**src/rtl/pipe_ctrl.sv**
```systemverilog
// Central pipeline control: stall/clear for if_id, id_ex, ex_mem and mem_wb,
// PC redirect with a pending slot for branches that resolve during a fetch.
//
// state   | meaning
// --------+---------------------------------------------------------------
// IDLE    | no redirect outstanding; branches redirect immediately if fetch idle
// PENDING | branch seen while fetch busy; saved_target waits for fetch to finish
module pipe_ctrl #(
  parameter int ADDR_W = 32,
  parameter int CNT_W  = 32
) (
  input  logic              clk,
  input  logic              rst,
  input  logic              if_stallreq,
  input  logic              id_stallreq,
  input  logic              mem_stallreq,
  input  logic              ex_branch,
  input  logic [ADDR_W-1:0] ex_branch_target,
  output logic              pc_stall,
  output logic              if_stall,
  output logic              if_clear,
  output logic              id_stall,
  output logic              id_clear,
  output logic              ex_stall,
  output logic              ex_clear,
  output logic              mem_stall,
  output logic              mem_clear,
  output logic              pc_redirect,
  output logic [ADDR_W-1:0] pc_target,
  output logic [CNT_W-1:0]  stall_cycles,
  output logic [CNT_W-1:0]  flush_count
);

  typedef enum logic {IDLE = 1'b0, PENDING = 1'b1} state_t;

  state_t            state, state_nxt;
  logic [ADDR_W-1:0] saved_target;
  logic [CNT_W-1:0]  stall_cnt, flush_cnt;
  logic              latch_target;

  always_ff @(posedge clk) begin
    if (rst) begin
      state        <= IDLE;
      saved_target <= '0;
      stall_cnt    <= '0;
      flush_cnt    <= '0;
    end else begin
      state <= state_nxt;
      if (latch_target) saved_target <= ex_branch_target;
      if (pc_stall)     stall_cnt    <= stall_cnt + CNT_W'(1);
      if (pc_redirect)  flush_cnt    <= flush_cnt + CNT_W'(1);
    end
  end

  always_comb begin
    state_nxt    = state;
    latch_target = 1'b0;
    pc_stall     = 1'b0;
    if_stall     = 1'b0;
    if_clear     = 1'b0;
    id_stall     = 1'b0;
    id_clear     = 1'b0;
    ex_stall     = 1'b0;
    ex_clear     = 1'b0;
    mem_stall    = 1'b0;
    mem_clear    = 1'b0;
    pc_redirect  = 1'b0;
    pc_target    = (state == PENDING) ? saved_target : ex_branch_target;

    if (mem_stallreq) begin
      // Any branch in EX is frozen there and will re-assert once memory frees up.
      pc_stall  = 1'b1;
      if_stall  = 1'b1;
      id_stall  = 1'b1;
      ex_stall  = 1'b1;
      mem_clear = 1'b1;
    end else if (state == PENDING) begin
      if_clear = 1'b1;
      id_clear = 1'b1;
      if (if_stallreq) begin
        pc_stall = 1'b1;
      end else begin
        pc_redirect = 1'b1;
        state_nxt   = IDLE;
      end
    end else if (ex_branch) begin
      if_clear = 1'b1;
      id_clear = 1'b1;
      if (if_stallreq) begin
        pc_stall     = 1'b1;
        latch_target = 1'b1;
        state_nxt    = PENDING;
      end else begin
        pc_redirect = 1'b1;
      end
    end else if (id_stallreq) begin
      pc_stall = 1'b1;
      if_stall = 1'b1;
      id_clear = 1'b1;
    end else if (if_stallreq) begin
      pc_stall = 1'b1;
      if_clear = 1'b1;
    end

    // Everything reads as zero while reset is held, and nothing is latched.
    if (rst) begin
      state_nxt    = IDLE;
      latch_target = 1'b0;
      pc_stall     = 1'b0;
      if_stall     = 1'b0;
      if_clear     = 1'b0;
      id_stall     = 1'b0;
      id_clear     = 1'b0;
      ex_stall     = 1'b0;
      ex_clear     = 1'b0;
      mem_stall    = 1'b0;
      mem_clear    = 1'b0;
      pc_redirect  = 1'b0;
      pc_target    = '0;
    end
  end

  assign stall_cycles = rst ? '0 : stall_cnt;
  assign flush_count  = rst ? '0 : flush_cnt;

endmodule

```
**config.mk**
```make
export PLATFORM = sky130hd
export DESIGN_NAME = pipe_ctrl
export DESIGN_NICKNAME = d
export VERILOG_FILES = /design/src/rtl/pipe_ctrl.sv
export SDC_FILE = /design/constraint.sdc
export NUM_CORES = 1
export LEC_CHECK = 0
export CAP_MARGIN = 30
export CORE_AREA = 3 3 109 101
export CTS_BUF_LIST = sky130_fd_sc_hd__clkbuf_8 sky130_fd_sc_hd__clkbuf_16
export DETAILED_ROUTE_END_ITERATION = 10
export DIE_AREA = 0 0 112 104
export MAX_ROUTING_LAYER = met4
export PLACE_DENSITY = 0.85
export SLEW_MARGIN = 20
export SYNTH_ARGS = -nofsm -noshare
export SYNTH_HDL_FRONTEND = slang
export SYNTH_SLANG_ARGS = --single-unit
```
**constraint.sdc**
```tcl
create_clock -name clk -period 4.6 [get_ports clk]
set_input_delay 0.46 -clock clk [delete_from_list [all_inputs] [get_ports clk]]
set_output_delay 0.46 -clock clk [all_outputs]
set_load 0.02 [all_outputs]
```
==> results.md, run 1 <==
- Run status: complete, no violations
- Static Leak: about 0.0023 uW
- Die ar.: 11600 sq um
- GP Congestion: 0.885
- Die X-Extent: 112 um
- Initial Util: approximately half
- DR vias/cell: 5.39
- Arr. time, crit path: between 2000 and 2500 ps
- Clock period minus worst slack: 2890 ps
- Routed WL: 13000 um
- Total chip power: 1670 uW
- Yosys reg bits: 97
- Seq/Total Area, Yosys: 37.9%
- Drt wl/cell: 14.4 um
- Total CTS buffers: 9
- 1st-iter DRT viols: between 200 and 300
- Largest net degree at the start of global routing: between 100 and 150
- Synth Instances: 647
- Syn Area/Cell: roughly 8 sq um
- CTS max path bufs: 2
- Setup violations, final: 0
- Dpl ws: ~1600 ps
- Synth warn: 0
- GRT overflow: 0
- Worst slew pin tran: 762 ps
- Yosys cell types: 41
- Fin Hold WS: 422 ps
- Vias in the first global route: 4615
- Critical path cell sequence: clkdlybuf4s50_1 -> or3b_4 -> and2_1 -> nor2_1 -> clkdlybuf4s50_1
- Worst Hold Class: input pin to register
- Post-CTS Hold Buffers: 0
- Fin. max-slew vios: 0
- Final hold vios: 0
- Global-route wire length before repair: 21200 um
- Later-pin clock latency in the skew report: between 300 and 400 ps
- Clk sinks: 97
- Chip height: 104 um
- Global Route Usage Sum: 21.9%
- Reg clk slew, reported paths: 100 ps
- Buffers added on ports: 141
- Final HPWL DP: 9220 um
- Max stage delay on crit path: 640 ps
- # DRC: 0
- Fraction of layout instances using a drive strength above 1: between 5 and 6%
- Diode count: 0
- Rel. slew slack: 49.2%
- Final antenna-violating net count: 0
- Worst-path fanout max: 6
- Maximum VDD drop: 140 uV
- Required @ worst endpoint: 4140 ps
- CP delay by family, top: buffers and inverters
- Max-Cap Viols: 0
- Clock Root Buffer: clkbuf_8
- Worst path slowest cell: clkdlybuf4s50_1
- WP buf/inv: 2
- Layout Nets: 804
- Post-cts sizing count: 0
- Row cnt: 35
- Setup TNS: 0 ps
- Max Clock Skew: around 22 ps
- PwrDens: 246 nW/um^2
- Via count: 4838
- Core area: approximately 10000 sq um
- H-tree depth: 3
- Initial antenna violation count: 0
- Drt pass-1 iters: 5
- Post-CTS Setup Bufs: 0
- Mapped cell area: 5120 sq um
- Final period util: 62.8%
- Unrepaired setup endpoints after global routing: no
- Fmax: 346 MHz
- CTS tree: yes
- Crit end category: primary output
- Critical path launch point type: input pin
- Fin worst setup slack: 1710 ps
- Ports: 144
- Critical path class: input pin to primary output
- Area added between synthesis and finish: 32.8%
- CP dominant cell by count: clkdlybuf4s50_1
## metal layers
layer	GRT usage (%)	part of all wire, %	vias up
met5	-	0	-
met4	6.70	1.8	0
met3	4.48	5.4	23
met2	38.1	49	158
met1	25.5	44	2262
li1	-	-	2395
## registers in the layout, summed over array words and instances (netlist names)
name,cells
flush_cnt,32
saved_target,32
stall_cnt,32
state,1
## cell usage in the layout, fill, tap and decap left out, types with 10 or more instances in the layout
cell	count
clkdlybuf4s50_1	140
nor2_1	104
dfxtp_1	96
nand2_1	87
nor2b_1	61
a21oi_1	41
mux2i_1	33
xnor2_1	33
nand3_1	23
nand4_1	16
nor3_1	15
and3_1	12
xor2_1	11
clkbuf_8	10
## metrics by stage
stage / utilization [%] / instance area, sq um / instances
global placement: 65.0 / 6520 / 879
floorplan: - / 5120 / 648
CTS: 67.3 / 6750 / 896
detailed placement: 65.2 / 6540 / 880
finish: 67.7 / 6790 / 898
global route: 67.7 / 6790 / 898
## synth_stat cells
library cell	n	area share (%)
buf_6	3	0.66
a21oi_1	41	4.0
inv_1	7	0.51
nor3b_1	1	0.15
dfxtp_1	97	38
buf_1	2	0.15
a2111oi_2	1	0.29
or3b_4	1	0.22
xor2_1	11	1.9
o21ai_0	7	0.68
mux2_1	3	0.66
nand2b_1	1	0.12
and3_1	12	1.5
nand4_1	16	2.0
nand2_1	87	6.4
nand3_1	24	2.3
nor4_2	5	1.2
or4_1	4	0.59
or2_1	1	0.12
nor4b_2	2	0.59
xnor2_1	33	5.6
or3_1	5	0.61
mux2_2	8	1.8
buf_2	1	0.098
ha_1	2	0.49
nor3_1	15	1.5
and4_1	8	1.4
a211oi_2	1	0.24
and4b_1	1	0.20
mux2i_1	33	6.5
o31ai_1	1	0.15
a211o_1	1	0.17
nor2_1	104	7.6
conb_1	1	0.073
nor4_1	4	0.49
o21a_1	1	0.15
nor2b_1	61	7.5
clkbuf_1	31	2.3
buf_4	4	0.59
and2_1	5	0.61
or2_2	1	0.12
## cell type report
| class | instances | area, sq um |
|---|---|---|
| clock buffer | 10 | 138 |
| clock inverter | 6 | 73.8 |
| fill | 838 | 3230 |
| inverter | 7 | 26.3 |
| multi-input combinational | 503 | 2970 |
| sequential | 97 | 1940 |
| tap | 129 | 161 |
| timing repair buffer | 146 | 1490 |
## power breakdown
part	switching [uW]	internal, uW	leakage (uW)
sequential	9.95	850	0.000783
clock	315	274	0.000107
combinational	116	104	0.00139
total	441	1230	0.00228
## cell families after synthesis
logic type / share of synthesized area, %
adders and majority gates: 0.489
and+or+nand+nor: 35.1
buffers and inverters: 4.28
AOI/OAI and AO/OA: 5.70
muxes: 8.88
xor gates and xnor gates: 7.53
DFF: 37.9
other: 0.0733
## final timing paths
kind	cells past startpoint	from	slack, ps	end
max	5	id_stallreq	1710	pc_stall
min reg2reg	2	saved_target[29]	460	saved_target[29]
max reg2reg	5	flush_cnt[3]	2240	flush_cnt[31]
min	2	rst	420	stall_cnt[24]
(Power assumes the default switching activity.)
==> run 2, diff against run 1 <==
--- a/config.mk
+++ b/config.mk
@@ -6,12 +6,12 @@
 export NUM_CORES = 1
 export LEC_CHECK = 0
 export CAP_MARGIN = 30
-export CORE_AREA = 3 3 109 101
+export CORE_AREA = 3 3 113 104
 export CTS_BUF_LIST = sky130_fd_sc_hd__clkbuf_8 sky130_fd_sc_hd__clkbuf_16
 export DETAILED_ROUTE_END_ITERATION = 10
-export DIE_AREA = 0 0 112 104
+export DIE_AREA = 0 0 116 107
 export MAX_ROUTING_LAYER = met4
-export PLACE_DENSITY = 0.85
+export PLACE_DENSITY = 0.8
 export SLEW_MARGIN = 20
 export SYNTH_ARGS = -nofsm -noshare
 export SYNTH_HDL_FRONTEND = slang
==> constraint.sdc (replaced) <==
create_clock -name clk -period 2.96 [get_ports clk]
set_input_delay 0.296 -clock clk [delete_from_list [all_inputs] [get_ports clk]]
set_output_delay 0.296 -clock clk [all_outputs]
set_load 0.02 [all_outputs]
==> run 2 against run 1 <==
Power is 75% higher; global-route usage decreased by 0.49 points; sequential share of layout area fell by 0.51 points; clock skew decreased by 16 ps.
==> results.md, run 2 (same netlist as run 1, synthesis figures left out) <==
- Run status: complete, no violations
- Rel. slew slack: ~60%
- Initial antenna violation count: 0
- Area added between synthesis and finish: 35.2%
- DR vias/cell: ~5.2
- Drt pass-1 iters: 5
- 1st-iter DRT viols: 262
- WHS Path Cells: 2
- PwrDens: 423 nW/um^2
- Post-CTS Hold Buffers: 0
- Die ar.: 12400 sq um
- Static Leak: around 0.0023 uW
- Critical path launch point type: input pin
- Most common cell after layout, fill and taps aside: clkdlybuf4s50_1
- Final antenna-violating net count: 0
- FILL cells: 914
- Max Clock Skew: 6.18 ps
- # DRC: 0
- Routed WL: 12700 um
- Chip height: 107 um
- Fraction of layout instances using a drive strength above 1: just under 6%
- Buffers added on ports: 141
- Commonest non-fill, non-tap cells in the layout: clkdlybuf4s50_1 (140), nor2_1 (104), dfxtp_1 (96), nand2_1 (87), nor2b_1 (61)
- Max stage delay on crit path: ~660 ps
- Later-pin clock latency in the skew report: 350 ps
- Required @ worst endpoint: 2660 ps
- Vias in the first global route: 4567
- CTS max path bufs: 2
- Largest net degree at the start of global routing: 150
- Row cnt: 36
- DP Area: 6590 sq um
- Final hold vios: 0
- Setup slack, reg-to-reg: between 800 and 900 ps
- Final HPWL DP: 9030 um
- Diode count: 0
- Clk sinks: 97
- Via count: about 4700
- Worst-path fanout max: 6
- Initial Util: a little under half
- Reg clk slew, reported paths: 60 ps
- Post-CTS Setup Bufs: 0
- Global Route Usage Sum: 21.4%
- Post-Layout Inst Area: 6920 sq um
- Ports: 144
- Worst Hold Class: input pin to register
- Fin. max-slew vios: 0
- CP dominant cell by count: clkdlybuf4s50_1
- Worst R2R Path Depth: 5
- Final period util: 88.5%
- Worst slew pin tran: 600 ps
- Hold path start: rst
- Total CTS buffers: 9
- Reg2reg end: stall_cnt[27]
- Critical path cell sequence: clkdlybuf4s50_1 -> or3b_4 -> and2_1 -> nor2_1 -> clkdlybuf4s50_1
- Launch point of the worst reg-to-reg path: stall_cnt[10]
- H-tree depth: 3
- Max-Cap Viols: 0
- CTS tree: yes
- Core area: 10700 sq um
- Worst path slowest cell: clkdlybuf4s50_1
- Arr. time, crit path: 2320 ps
- Clock Root Buffer: clkbuf_16
- Maximum VDD drop: 298 uV
- Global-route wire length before repair: roughly 21000 um
- Crit end category: primary output
- Die X-Extent: between 100 and 150 um
- GRT overflow: 0
- Hold Path End: flush_cnt[21]
- Critical path class: input pin to primary output
- Setup TNS: 0 ps
- Biggest regs: flush_cnt (32), saved_target (32), stall_cnt (32)
- Unrepaired setup endpoints after global routing: no
- Post-cts sizing count: 0
- Fmax: 382 MHz
- GP Congestion: approximately 0.89
- Layout Nets: 808
- Setup violations, final: 0
- Drt wl/cell: ~14 um
- Clock period minus worst slack: 2620 ps
## run 2: worst max-delay path by stage
stage | start | end | slack [ps]
floorplan | state | stall_cnt[27] | 980
global placement | id_stallreq | pc_stall | 390
detailed placement | id_stallreq | pc_stall | 350
CTS | id_stallreq | pc_stall | 340
global route | id_stallreq | pc_stall | 280
finish | id_stallreq | pc_stall | 340
## run 2: area by class of cell
cell class | instances | area [sq um] | share of cell area, %
flip-flops and latches | 97 | 1940 | 28.1
well taps | 133 | 166 | 2.41
repair buffers | 150 | 1490 | 21.6
multi-input cells | 503 | 2960 | 42.8
clock buffers | 14 | 294 | 4.25
inverters | 7 | 26.3 | 0.380
clock inverters | 2 | 33.8 | 0.488
## run 2: stage by stage
stage                     setup WS, ps  total power [uW]  utilization [%]  std cells  hold WS, ps
after CTS                          341              2960             64.5        906          298
after floorplan                    983              1550                -        648          432
final                              339              2920             64.5        906          306
after detailed placement           348              1710             61.5        890          450
after global routing               275              3040             64.5        906          340
after global placement             388              1700             61.5        890          442
## run 2: routing by layer
layer,wire (um),up-vias,part of all wire (%),GRT usage (%)
met3,784,16,6.2,5.70
met5,0,-,0,-
met4,182,0,1.4,6.71
met2,6130,124,48,34.5
met1,5590,2199,44,26.2
li1,-,2406,-,-
## run 2: report_power, final
part           internal (uW)  leakage [uW]  switching, uW  total, uW
registers               1320      0.000783           12.6       1340
logic                    160       0.00140            182        342
clock network            767      0.000166            479       1250
## run 2: critical path, delay by kind of cell
| family | cells | cell delay (ps) |
|---|---|---|
| buffers and inverters | 2 | 1150 |
| and+or+nand+nor | 3 | 880 |
